[src/rtl/wb_port_arbiter_pkg.sv]
// Shared register-file bus definitions and types for the writeback port arbiter.
// The optional performance counter is enabled by defining WB_ARB_PERF_EN.
`ifndef WB_ARB_DEFINES
`define WB_ARB_DEFINES
`define RegBus        31:0
`define RegAddrBus    4:0
`define ZeroWord      32'h0000_0000
`define ZeroReg       5'h00
`define WriteEnable   1'b1
`define WriteDisable  1'b0
`define WbArbDepth    2
`endif

package wb_port_arbiter_pkg;

    localparam int WB_ARB_DEPTH = `WbArbDepth;

    typedef logic [`RegBus]     reg_word_t;
    typedef logic [`RegAddrBus] reg_addr_t;

    localparam reg_word_t ZERO_WORD = `ZeroWord;
    localparam reg_addr_t ZERO_REG  = `ZeroReg;

    // One queued long-latency result; valid=0 marks a squashed or x0 entry.
    typedef struct packed {
        logic      valid;
        reg_addr_t addr;
        reg_word_t data;
    } llu_entry_t;

    typedef enum logic {
        ST_RUN    = 1'b0,
        ST_BUBBLE = 1'b1
    } starve_state_t;

    // True when a younger pipeline write to 'wr' makes a queued result for 'q' stale.
    function automatic logic waw_hit(input reg_addr_t wr, input reg_addr_t q);
        return (wr != ZERO_REG) && (wr == q);
    endfunction

endpackage

[src/rtl/wb_llu_fifo.sv]
// Small FIFO of long-latency results with per-entry valid bits.
// Entries matching a younger pipeline write address are squashed in place,
// including an entry being pushed in that same cycle.
import wb_port_arbiter_pkg::*;

module wb_llu_fifo #(
    parameter int DEPTH = WB_ARB_DEPTH
) (
    input  logic       clk,
    input  logic       rst,
    input  logic       push_i,
    input  reg_addr_t  push_addr_i,
    input  reg_word_t  push_data_i,
    input  logic       pop_i,
    input  logic       squash_i,
    input  reg_addr_t  squash_addr_i,
    output logic       full_o,
    output logic       empty_o,
    output llu_entry_t head_o
);

    localparam int PTR_W  = (DEPTH > 1) ? $clog2(DEPTH) : 1;
    localparam int FILL_W = $clog2(DEPTH + 1);

    logic [DEPTH-1:0]  valid_q, valid_d;
    reg_addr_t         addr_q [DEPTH];
    reg_addr_t         addr_d [DEPTH];
    reg_word_t         data_q [DEPTH];
    reg_word_t         data_d [DEPTH];
    logic [PTR_W-1:0]  wptr_q, wptr_d;
    logic [PTR_W-1:0]  rptr_q, rptr_d;
    logic [FILL_W-1:0] count_q, count_d;

    assign full_o  = (count_q == FILL_W'(DEPTH));
    assign empty_o = (count_q == '0);
    assign head_o  = '{valid: valid_q[rptr_q], addr: addr_q[rptr_q], data: data_q[rptr_q]};

    // Next-state: squash compare, pop, then push (push overrides a popped slot when full).
    always_comb begin
        valid_d = valid_q;
        addr_d  = addr_q;
        data_d  = data_q;
        wptr_d  = wptr_q;
        rptr_d  = rptr_q;
        count_d = count_q;

        if (squash_i) begin
            for (int i = 0; i < DEPTH; i++) begin
                if (waw_hit(squash_addr_i, addr_q[i])) begin
                    valid_d[i] = 1'b0;
                end
            end
        end

        if (pop_i) begin
            valid_d[rptr_q] = 1'b0;
            rptr_d          = rptr_q + PTR_W'(1);
        end

        if (push_i) begin
            addr_d[wptr_q]  = push_addr_i;
            data_d[wptr_q]  = push_data_i;
            valid_d[wptr_q] = (push_addr_i != ZERO_REG) &&
                              !(squash_i && waw_hit(squash_addr_i, push_addr_i));
            wptr_d          = wptr_q + PTR_W'(1);
        end

        case ({push_i, pop_i})
            2'b10:   count_d = count_q + FILL_W'(1);
            2'b01:   count_d = count_q - FILL_W'(1);
            default: count_d = count_q;
        endcase
    end

    // Storage and pointer registers; payload is not reset, only valid bits.
    always_ff @(posedge clk) begin
        if (rst) begin
            valid_q <= '0;
            wptr_q  <= '0;
            rptr_q  <= '0;
            count_q <= '0;
        end else begin
            valid_q <= valid_d;
            wptr_q  <= wptr_d;
            rptr_q  <= rptr_d;
            count_q <= count_d;
        end
        addr_q <= addr_d;
        data_q <= data_d;
    end

endmodule

[src/rtl/wb_port_arbiter.sv]
// Regfile write-port arbiter: pipeline writeback always wins, queued
// long-latency results drain on idle cycles, and a starvation timer
// requests a one-cycle pipeline bubble. Optional perf counter: WB_ARB_PERF_EN.
//
// state     | meaning
// ST_RUN    | normal operation, starvation counter tracking blocked cycles
// ST_BUBBLE | stall_req_o asserted; pipeline idles so the FIFO head drains
import wb_port_arbiter_pkg::*;

module wb_port_arbiter #(
    parameter int DEPTH        = WB_ARB_DEPTH,
    parameter int STARVE_LIMIT = 4,
    parameter int CNT_W        = 3
) (
    input  logic        clk,
    input  logic        rst,
    input  logic        pipe_we_i,
    input  logic [4:0]  pipe_waddr_i,
    input  logic [31:0] pipe_wdata_i,
    input  logic        llu_valid_i,
    input  logic [4:0]  llu_waddr_i,
    input  logic [31:0] llu_wdata_i,
    output logic        llu_ready_o,
    output logic        stall_req_o,
    output logic        reg_we_o,
    output logic [4:0]  reg_waddr_o,
    output logic [31:0] reg_wdata_o,
    output logic        busy_o
`ifdef WB_ARB_PERF_EN
    ,
    output logic [31:0] conflict_cnt_o
`endif
);

    logic          fifo_full, fifo_empty;
    logic          push, pop, squash;
    llu_entry_t    head;
    starve_state_t state_q, state_d;
    logic [CNT_W-1:0] starve_cnt_q, starve_cnt_d;

    // A pop frees a slot this cycle, so a full FIFO may still accept.
    assign pop         = !pipe_we_i && !fifo_empty;
    assign llu_ready_o = !fifo_full || pop;
    assign push        = llu_valid_i && llu_ready_o;
    assign squash      = pipe_we_i && (pipe_waddr_i != ZERO_REG);
    assign busy_o      = !fifo_empty;
    assign stall_req_o = (state_q == ST_BUBBLE);

    wb_llu_fifo #(
        .DEPTH (DEPTH)
    ) u_fifo (
        .clk           (clk),
        .rst           (rst),
        .push_i        (push),
        .push_addr_i   (llu_waddr_i),
        .push_data_i   (llu_wdata_i),
        .pop_i         (pop),
        .squash_i      (squash),
        .squash_addr_i (pipe_waddr_i),
        .full_o        (fifo_full),
        .empty_o       (fifo_empty),
        .head_o        (head)
    );

    // Write-port select: pipeline, else valid head, else nothing (squashed head pops silently).
    always_comb begin
        reg_we_o    = `WriteDisable;
        reg_waddr_o = ZERO_REG;
        reg_wdata_o = ZERO_WORD;
        if (pipe_we_i) begin
            reg_we_o    = `WriteEnable;
            reg_waddr_o = pipe_waddr_i;
            reg_wdata_o = pipe_wdata_i;
        end else if (!fifo_empty && head.valid) begin
            reg_we_o    = `WriteEnable;
            reg_waddr_o = head.addr;
            reg_wdata_o = head.data;
        end
    end

    // Starvation timer: counts blocked cycles, fires a single bubble on the limit.
    always_comb begin
        state_d      = ST_RUN;
        starve_cnt_d = starve_cnt_q;
        if (fifo_empty || pop) begin
            starve_cnt_d = '0;
        end else if (starve_cnt_q == CNT_W'(STARVE_LIMIT - 1)) begin
            starve_cnt_d = '0;
            state_d      = ST_BUBBLE;
        end else begin
            starve_cnt_d = starve_cnt_q + CNT_W'(1);
        end
    end

    // Starvation state registers.
    always_ff @(posedge clk) begin
        if (rst) begin
            state_q      <= ST_RUN;
            starve_cnt_q <= '0;
        end else begin
            state_q      <= state_d;
            starve_cnt_q <= starve_cnt_d;
        end
    end

`ifdef WB_ARB_PERF_EN
    logic [31:0] conflict_cnt_q, conflict_cnt_d;

    // Count cycles where the pipeline blocks a ready, valid head entry; saturates.
    always_comb begin
        conflict_cnt_d = conflict_cnt_q;
        if (pipe_we_i && !fifo_empty && head.valid && (conflict_cnt_q != '1)) begin
            conflict_cnt_d = conflict_cnt_q + 32'd1;
        end
    end

    // Perf counter register.
    always_ff @(posedge clk) begin
        if (rst) begin
            conflict_cnt_q <= '0;
        end else begin
            conflict_cnt_q <= conflict_cnt_d;
        end
    end

    assign conflict_cnt_o = conflict_cnt_q;
`endif

endmodule
[config.mk]
export PLATFORM = sky130hd
export DESIGN_NAME = wb_port_arbiter
export DESIGN_NICKNAME = d
export VERILOG_FILES = /design/src/rtl/wb_port_arbiter_pkg.sv /design/src/rtl/wb_llu_fifo.sv /design/src/rtl/wb_port_arbiter.sv
export SDC_FILE = /design/constraint.sdc
export NUM_CORES = 1
export LEC_CHECK = 0
export CORE_UTILIZATION = 30
export DETAILED_ROUTE_END_ITERATION = 8
export PLACE_DENSITY = 0.65
export SLEW_MARGIN = 20
export SYNTH_ARGS = -nofsm -noshare
export SYNTH_HDL_FRONTEND = slang
export SYNTH_HIERARCHICAL = 1
export SYNTH_SLANG_ARGS = --single-unit
export TNS_END_PERCENT = 1
[constraint.sdc]
create_clock -name clk -period 2.8 [get_ports clk]
set_clock_uncertainty 0.2 [all_clocks]
set_input_delay 0.7 -clock clk [delete_from_list [all_inputs] [get_ports clk]]
set_output_delay 0.7 -clock clk [all_outputs]
set_load 0.03 [all_outputs]
* Word level (Yosys, flattened, before mapping)
Index checks and enable logic that the tools add are counted.
** Storage, ports and cells
- Bits in registers :: 84
- Output and inout bits :: 41
- Word-level logic and storage cells :: 89
** Cells by class
- $add $sub $neg :: 5
- Order comparisons :: 7
- Equal/unequal tests :: 7
- Mux-type cells :: 32
- Bitwise logic cells :: 4
- Reduce and logical (&&, ||, !) cells :: 24
** Operators by type and width (count)
- 32-bit two-way mux :: 6
- 64-bit bitwise mux :: 1
- 32-bit demux with 1-bit select :: 1
- 5-bit two-way mux :: 6
- 5-bit equality test :: 3
- 1-bit logical AND :: 12
- 10-bit bitwise mux :: 1
- 5-bit nonzero test :: 2
- 1-bit two-way mux :: 9
- 2-bit two-way mux :: 3
- 5-bit demux with 1-bit select :: 1
- 2-bit equality test, second input constant :: 2
- 2-bit greater-or-equal comparator, second input constant :: 2
- 1-bit logical NOT :: 4
- 1-bit by 2-bit < comparator with 1-bit output, second input constant :: 2
- 1-bit NOT with 2-bit output :: 2
- 2-bit case mux with 2 select lines :: 1
- 3-bit by 1-bit adder with 3-bit output, second input constant :: 1
- 3-bit by 2-bit equality test with 1-bit output, second input constant :: 1
- 3-bit OR reduction :: 1
- 1-bit adder, second input constant :: 2
- 2-bit by 1-bit adder with 2-bit output, second input constant :: 1
- 2-bit AND :: 1
- 2-bit bitwise mux :: 1
- 10 further kinds :: 13

* Longest topological paths before layout
Gate-level depths: netlist of the first run.
- Depth after elaboration :: 9
- Gate-level depth with buffers :: 8
- Depth with buffers taken out :: 8

* By module
Netlist of the first run, hierarchy kept.
** Modules (own cells, without submodules)
- wb_llu_fifo :: times used 1, cells each 173, area each 3128.0 um2, seq. area each 2342.2 um2
- wb_port_arbiter :: times used 1, cells each 145, area each 824.5 um2, seq. area each 80.1 um2

* Least setup slack after synthesis of the first run
No wires, ideal clock.
- Path kind :: in2reg
- Start point :: input pipe_we_i
- End point :: register u_fifo/addr_q[5] in the netlist's numbering, enable pin
- Setup time :: 0.392 ns
- Arrival time :: 2.673 ns
- Slack :: -0.464 ns
- Cell stages on the path :: 5
- Path buffers :: 1
- Path through :: buf_4 -> o21ai_0 -> and2_1 -> nand2b_1 -> inv_1
** Between the ends
- Cells in the longest elaborated chain, start to end :: 4
** Ends and longest elaborated chain
- from (decl) :: RTL line wb_port_arbiter.sv:17 : input logic pipe_we_i,
- 1-bit logical NOT :: RTL line wb_port_arbiter.sv:42 : assign pop = !pipe_we_i && !fifo_empty;
- 1-bit logical AND :: RTL line wb_port_arbiter.sv:42
- 1-bit logical OR :: RTL line wb_port_arbiter.sv:43 : assign llu_ready_o = !fifo_full || pop;
- net llu_ready_o :: RTL line wb_port_arbiter.sv:23 : output logic llu_ready_o,
- 1-bit logical AND :: RTL line wb_port_arbiter.sv:44 : assign push = llu_valid_i && llu_ready_o;
- net push :: RTL line wb_port_arbiter.sv:36 : logic push, pop, squash;
- to (signal assigned) :: RTL line wb_llu_fifo.sv:88 : addr_q <= addr_d;
- to (decl) :: RTL line wb_llu_fifo.sv:26 : reg_addr_t addr_q [DEPTH];
The timed path passes the listed nets, and every way through them passes these cells.
A chain may end at the register's enable or synchronous reset.

==> metrics.txt, run 1 <==
initial core utilization=31.07%; Post-Syn Nets=399; layout cells sized above 1=24.61%; I/O Buffers=118; Buf/Inv on CP=2; CP max stage delay=360 ps; die height=116.8 µm; post_cts resized=0; Final Cycle Share=94.13%; ANT nets after route=0; Clk pin slew, worst setup/hold paths=60 ps; Avg Vias per Cell=4.456; fillers=1,236; Yosys reg bits=84; Compound-Gate Fraction of Synth Area=6.141%; Boundary Pins=119; Synth Instances=318; Area Growth Syn to Fin=41.22%; hold_ws=217.5 ps; setup TNS=0 ps; Worst EP required=1900 ps; CP top delay family=buffers and inverters; # DRC=0; worst setup path endpoint=reg_wdata_o[5]; XOR/XNOR share of the synthesized area=3.767%; Non-Filler Instances=619; final WL=8659 µm; leak pwr=2.000 nW; Pins Over Slew Limit=0; final hold violation count=0; Peak VDD IR=0.3718 mV; PD cells=691.6 nW/µm²; fraction of the mapped netlist area in simple logic gates=14.37%; post-synthesis mux area share=10.83%; Cell Area, Synth=3953 µm²; Detailed Place HPWL=6045 µm; Netlist cell types=33; critical path class=reg2out; CTS root buffer=clkbuf_16; largest net degree at the start of global routing=43; critical path depth in cells=5; R2R Path Start=u_fifo/count_q[0]; status=finished clean; crit path max-delay cell type=mux2_2; full die area=13,640 µm²; crit path time final=2636 ps; Die X=116.8 µm; Slew HR=76.45%; # Post-CTS Setup Buffers=0; Clock Latency Late Sink=340 ps; Syn Area/Cell=12.43 µm²; # setup viols final=0; grt ovf=0; max-cap violations=0; WL/cell=13.99 µm; initial detailed-routing violation count=105; first-pass GRT wire length=13,030 µm; final core occ=43.87%; CTS tree=yes; synth warn=6; sequential-to-total area share from yosys stat=61.29%; r2r setup slk=620 ps; cells along the critical path=mux2_2 -> nand2b_4 -> buf_12 -> o21ai_0 -> buf_4; crit path capture type=output port; All-Layer GR Usage=13.07%; RSZ-0062 raised after global routing=false; Worst Max-Slew Pin Slew=353.3 ps; DR pass1 iterations=4; initial antenna violation count=0; Nets=523; GP Congestion=0.8234; cts bufs inserted=9; CTS sink count=84; Synth Area in Adders=0.9497%; Max Buffers Root-to-Sink=2; Reg2Reg Depth=8; largest family of logic cells by synthesized area=simple AND/OR/NAND/NOR gates; crit path from=u_fifo/rptr_q; Setup crit start kind=flop; number of global-route vias before repair=2,639; Max Fclk=379.4 MHz; Site Rows=41; via count=2,758; crit-path max FO=20; worst path arrival time=1740 ps; Core Region=12,720 µm²; ant diodes=0; DP Cell Count=603; H-tree depth=3; FF-to-FF End=u_fifo/count_q[1]; Hold Crit Class=reg2reg; CTS Hold Buffers Added=0
-- power breakdown --
| part | internal [mW] | switching, mW |
|---|---|---|
| clock network | 0.649 | 0.454 |
| logic | 0.541 | 0.605 |
| registers | 1.56 | 0.0558 |
| total | 2.75 | 1.11 |
-- routing by layer --
metal	track usage [%]	up-vias	part of all wire, %
met5	0	-	0
li1	-	1385	-
met1	14.65	1282	42
met3	4.480	14	5.3
met2	21.97	77	50
met4	7.004	0	2.1
-- how the worst min path moves through the flow --
stage / cells past startpoint / from / endpoint
finish: 1 / starve_cnt_q[0] / starve_cnt_q[0]
global route: 1 / starve_cnt_q[0] / starve_cnt_q[0]
CTS: 1 / starve_cnt_q[0] / starve_cnt_q[0]
detailed placement: 1 / starve_cnt_q[0] / starve_cnt_q[0]
global placement: 1 / starve_cnt_q[0] / starve_cnt_q[0]
floorplan: 1 / starve_cnt_q[0] / starve_cnt_q[0]
-- synthesized netlist by cell type --
master     n  area share, %
xnor2_1   12            2.7
buf_2      6           0.76
nand4b_1   2           0.44
edfxtp_1  74             56
or4_1      2           0.38
buf_4      1           0.19
mux2_2    38             11
or4b_4     1           0.35
o31ai_1    1           0.19
or3_1      1           0.16
o21a_1     1           0.19
nor2_1     7           0.66
o22ai_1    2           0.32
a21oi_1    4           0.51
nor2b_1    1           0.16
o21ai_0   28            3.5
nor2_2     1           0.16
inv_1      6           0.57
nor3_1     1           0.13
xor2_1     5            1.1
nor4_1     2           0.32
o21ai_1   11            1.4
nand4_1    3           0.47
dfxtp_1   10            5.1
clkbuf_1   5           0.47
and2_1     1           0.16
nor4bb_1   1           0.25
ha_1       3           0.95
nand2b_4   1           0.35
buf_6      1           0.28
buf_1      4           0.38
nand2b_1  41            6.5
nand2_1   41            3.9
-- cell usage in the layout (no fill, tap or decap) --
cell,count
nor3_1,1
nor2_1,7
o21ai_1,12
nor4bb_1,1
nand2b_1,41
buf_12,3
or4b_4,1
buf_2,1
ha_1,3
dfxtp_2,1
clkinvlp_4,3
clkbuf_16,9
o21a_1,1
nor4_1,2
o21ai_0,27
nor2b_1,1
nand4b_1,2
clkbuf_8,2
or4_1,2
nand2_1,41
xor2_1,5
buf_4,48
xnor2_1,12
a21oi_1,4
clkinv_4,1
or3_1,1
clkinv_2,1
o22ai_1,2
clkdlybuf4s50_1,78
dfxtp_1,9
nand4_1,3
o31ai_1,1
inv_1,4
nor2_2,1
edfxtp_1,74
and2_1,1
mux2_2,38
nand2b_4,1
clkbuf_1,2
-- cell families (layout without fill, tap and decap cells) --
| family | after synthesis | after routing |
|---|---|---|
| simple gates | 106 | 106 |
| compound gates | 47 | 47 |
| mux | 38 | 38 |
| flops | 84 | 84 |
| xor+xnor | 17 | 17 |
| buf+inv | 23 | 152 |
| fa+ha+maj | 3 | 3 |
-- worst register-to-register path, cell delays in order (launching register included) --
cell,delay (ps)
dfxtp_1,410
nor2_1,80
buf_4,150
o21ai_1,150
and2_1,200
inv_1,80
ha_1,330
or3_1,350
a21oi_1,150
-- per-stage QoR --
stage / power (mW) / cell area [µm²] / setup slack (ps)
6_report: 3.860 / 5582 / 164.4
5_1_grt: 4.070 / 5582 / 24.25
4_1_cts: 3.925 / 5582 / 99.26
3_5_place_dp: 2.801 / 5300 / 224.2
3_3_place_gp: 2.774 / 5300 / 241.2
2_1_floorplan: 2.355 / 3960 / -61.21
-- sequential cells by signal, indices dropped and copies added, names as in the netlist --
register / cells
u_fifo/rptr_q: 1
u_fifo/valid_q: 2
stall_req_o: 1
u_fifo/wptr_q: 1
u_fifo/data_q: 64
starve_cnt_q: 3
u_fifo/count_q: 2
u_fifo/addr_q: 10
-- area by class of cell --
class | count | area, µm² | area share (%)
well taps | 172 | 215.2 | 3.856
inverters | 6 | 30.03 | 0.5380
repair buffers | 130 | 1206 | 21.61
clock buffers | 13 | 260.3 | 4.663
multi-input cells | 211 | 1425 | 25.53
clock inverters | 3 | 21.27 | 0.3811
flip-flops and latches | 84 | 2424 | 43.42
Note: power is estimated with default switching activity, not from simulation.
==> inputs of run 2 (changes only) <==
--- a/config.mk
+++ b/config.mk
@@ -7,6 +7,7 @@
 export LEC_CHECK = 0
 export CORE_UTILIZATION = 30
 export DETAILED_ROUTE_END_ITERATION = 8
+export GPL_ROUTABILITY_DRIVEN = 1
 export PLACE_DENSITY = 0.65
 export SLEW_MARGIN = 20
 export SYNTH_ARGS = -nofsm -noshare
==> results of run 2 <==
Same layout as run 1: the final DEF is identical, and so are final timing and power.
==> inputs of run 3 (changes only) <==
--- a/config.mk
+++ b/config.mk
@@ -14,4 +14,3 @@
 export SYNTH_HDL_FRONTEND = slang
 export SYNTH_HIERARCHICAL = 1
 export SYNTH_SLANG_ARGS = --single-unit
-export TNS_END_PERCENT = 1
==> metrics.txt, run 3 (synthesis gave the netlist of run 1 again) <==
status=finished clean; Reg area=2424 µm²; leak pwr=2.027 nW; Hold Crit Class=reg2reg; Worst EP required=1900 ps; DR pass1 iterations=4; Peak VDD IR=0.3148 mV; WL/cell=14.24 µm; worst path arrival time=1810 ps; Die X=116.8 µm; PD cells=706.0 nW/µm²; max reg flops=64; Final Cycle Share=96.62%; initial antenna violation count=0; # setup viols final=0; H-tree depth=3; crit-path max FO=3; CTS tree=yes; ant diodes=0; Max Fclk=369.6 MHz; cells along the critical path=mux2_2 -> nand2b_4 -> nand2b_1 -> clkdlybuf4s50_1; initial detailed-routing violation count=89; Post-Place Cell Area=5325 µm²; Reg with most FFs=u_fifo/data_q; max-cap violations=0; Setup crit start kind=flop; number of global-route vias before repair=2,797; RSZ-0062 raised after global routing=false; final WL=8860 µm; area of the multi-input gates=1425 µm²; hold_ws=231.7 ps; crit path time final=2705 ps; first-pass GRT wire length=13,660 µm; final hold violation count=0; Clk pin slew, worst setup/hold paths=60 ps; full die area=13,640 µm²; most frequent cells in the layout=clkdlybuf4s50_1 (79), edfxtp_1 (74), buf_4 (49), nand2b_1 (41), nand2_1 (41); GP Congestion=0.8636; pre-CTS setup slack=166.8 ps; Avg Vias per Cell=4.482; ANT nets after route=0; Slew HR=78.81%; I/O Buffers=118; Nets=526; via count=2,788; commonest non-fill, non-tap cell in the layout=clkdlybuf4s50_1; CTS sink count=84; Tot Pwr=3.981 mW; fillers=1,219; grt ovf=0; Max Buffers Root-to-Sink=2; cts bufs inserted=9; All-Layer GR Usage=13.57%; crit path max-delay cell type=clkdlybuf4s50_1; # DRC=0; die height=116.8 µm; biggest regs=u_fifo/data_q (64), u_fifo/addr_q (10), starve_cnt_q (3); critical path class=reg2out; PnR worst setup slack=94.72 ps; Design Area, Final=5639 µm²; largest net degree at the start of global routing=31; CP max stage delay=600 ps; CTS root buffer=clkbuf_16; Core Region=12,720 µm²; Clock Latency Late Sink=330 ps; Area Growth Syn to Fin=42.67%; initial core utilization=31.07%; Worst Max-Slew Pin Slew=316.9 ps; Site Rows=41; crit path capture type=output port; Boundary Pins=119; Pins Over Slew Limit=0; Detailed Place HPWL=6300 µm; layout cells sized above 1=24.89%
==> run 3: cell types whose count changed in the layout (fill, tap and decap cells not counted) <==
cell,before,now
o21ai_0,27,24
clkbuf_8,2,1
buf_6,0,1
clkinvlp_4,3,2
clkdlybuf4s50_1,78,79
clkbuf_16,9,11
o21ai_1,12,15
buf_4,48,49
==> run 3: layer usage <==
| metal | vias up | track usage, % | wire length, µm |
|---|---|---|---|
| met5 | - | 0 | 0 |
| met3 | 13 | 3.913 | 495 |
| met2 | 78 | 22.64 | 4386 |
| li1 | 1386 | - | - |
| met4 | 0 | 5.992 | 175 |
| met1 | 1311 | 16.34 | 3803 |
==> run 3: worst paths after layout <==
| kind | startpoint | endpoint | slack (ps) | cells past startpoint |
|---|---|---|---|---|
| setup / recovery | u_fifo/rptr_q | reg_we_o | 90 | 4 |
| hold / removal | starve_cnt_q[0] | starve_cnt_q[0] | 230 | 1 |
| setup reg to reg | u_fifo/count_q[0] | u_fifo/count_q[1] | 620 | 8 |
| hold reg to reg | starve_cnt_q[0] | starve_cnt_q[0] | 230 | 1 |
==> run 3: final cells by class <==
type	instances	share of cell area, %
clock buffer	14	5.258
multi-input combinational	211	25.27
tap	172	3.816
inverter	6	0.5325
timing repair buffer	133	21.90
clock inverter	2	0.2441
sequential	84	42.98
==> run 3: critical path, delay by kind of cell (launching register included) <==
family / cells / cell delay, ps
buffers and inverters: 1 / 600
muxes: 1 / 360
DFF: 1 / 350
and+or+nand+nor: 2 / 160
==> run 3: timing repair <==
| action | 4_1_cts | 5_1_grt |
|---|---|---|
| hold buffers | 0 | 0 |
| setup endpoints to repair | 1 | 1 |
| resized for setup | 1 | 1 |
| buffers inserted | 0 | 0 |
==> run 3: stage by stage <==
stage,util (%),std cells,setup TNS (ps)
floorplan,-,318,-489.7
global placement,41.86,606,0
detailed placement,41.86,606,0
CTS,44.30,622,0
global route,44.33,622,0
finish,44.33,622,0
==> run 3: where the power goes <==
part | internal (mW) | switching [mW]
Sequential | 1.56 | 0.0543
Clock | 0.734 | 0.462
Combinational | 0.555 | 0.619
Total | 2.85 | 1.14
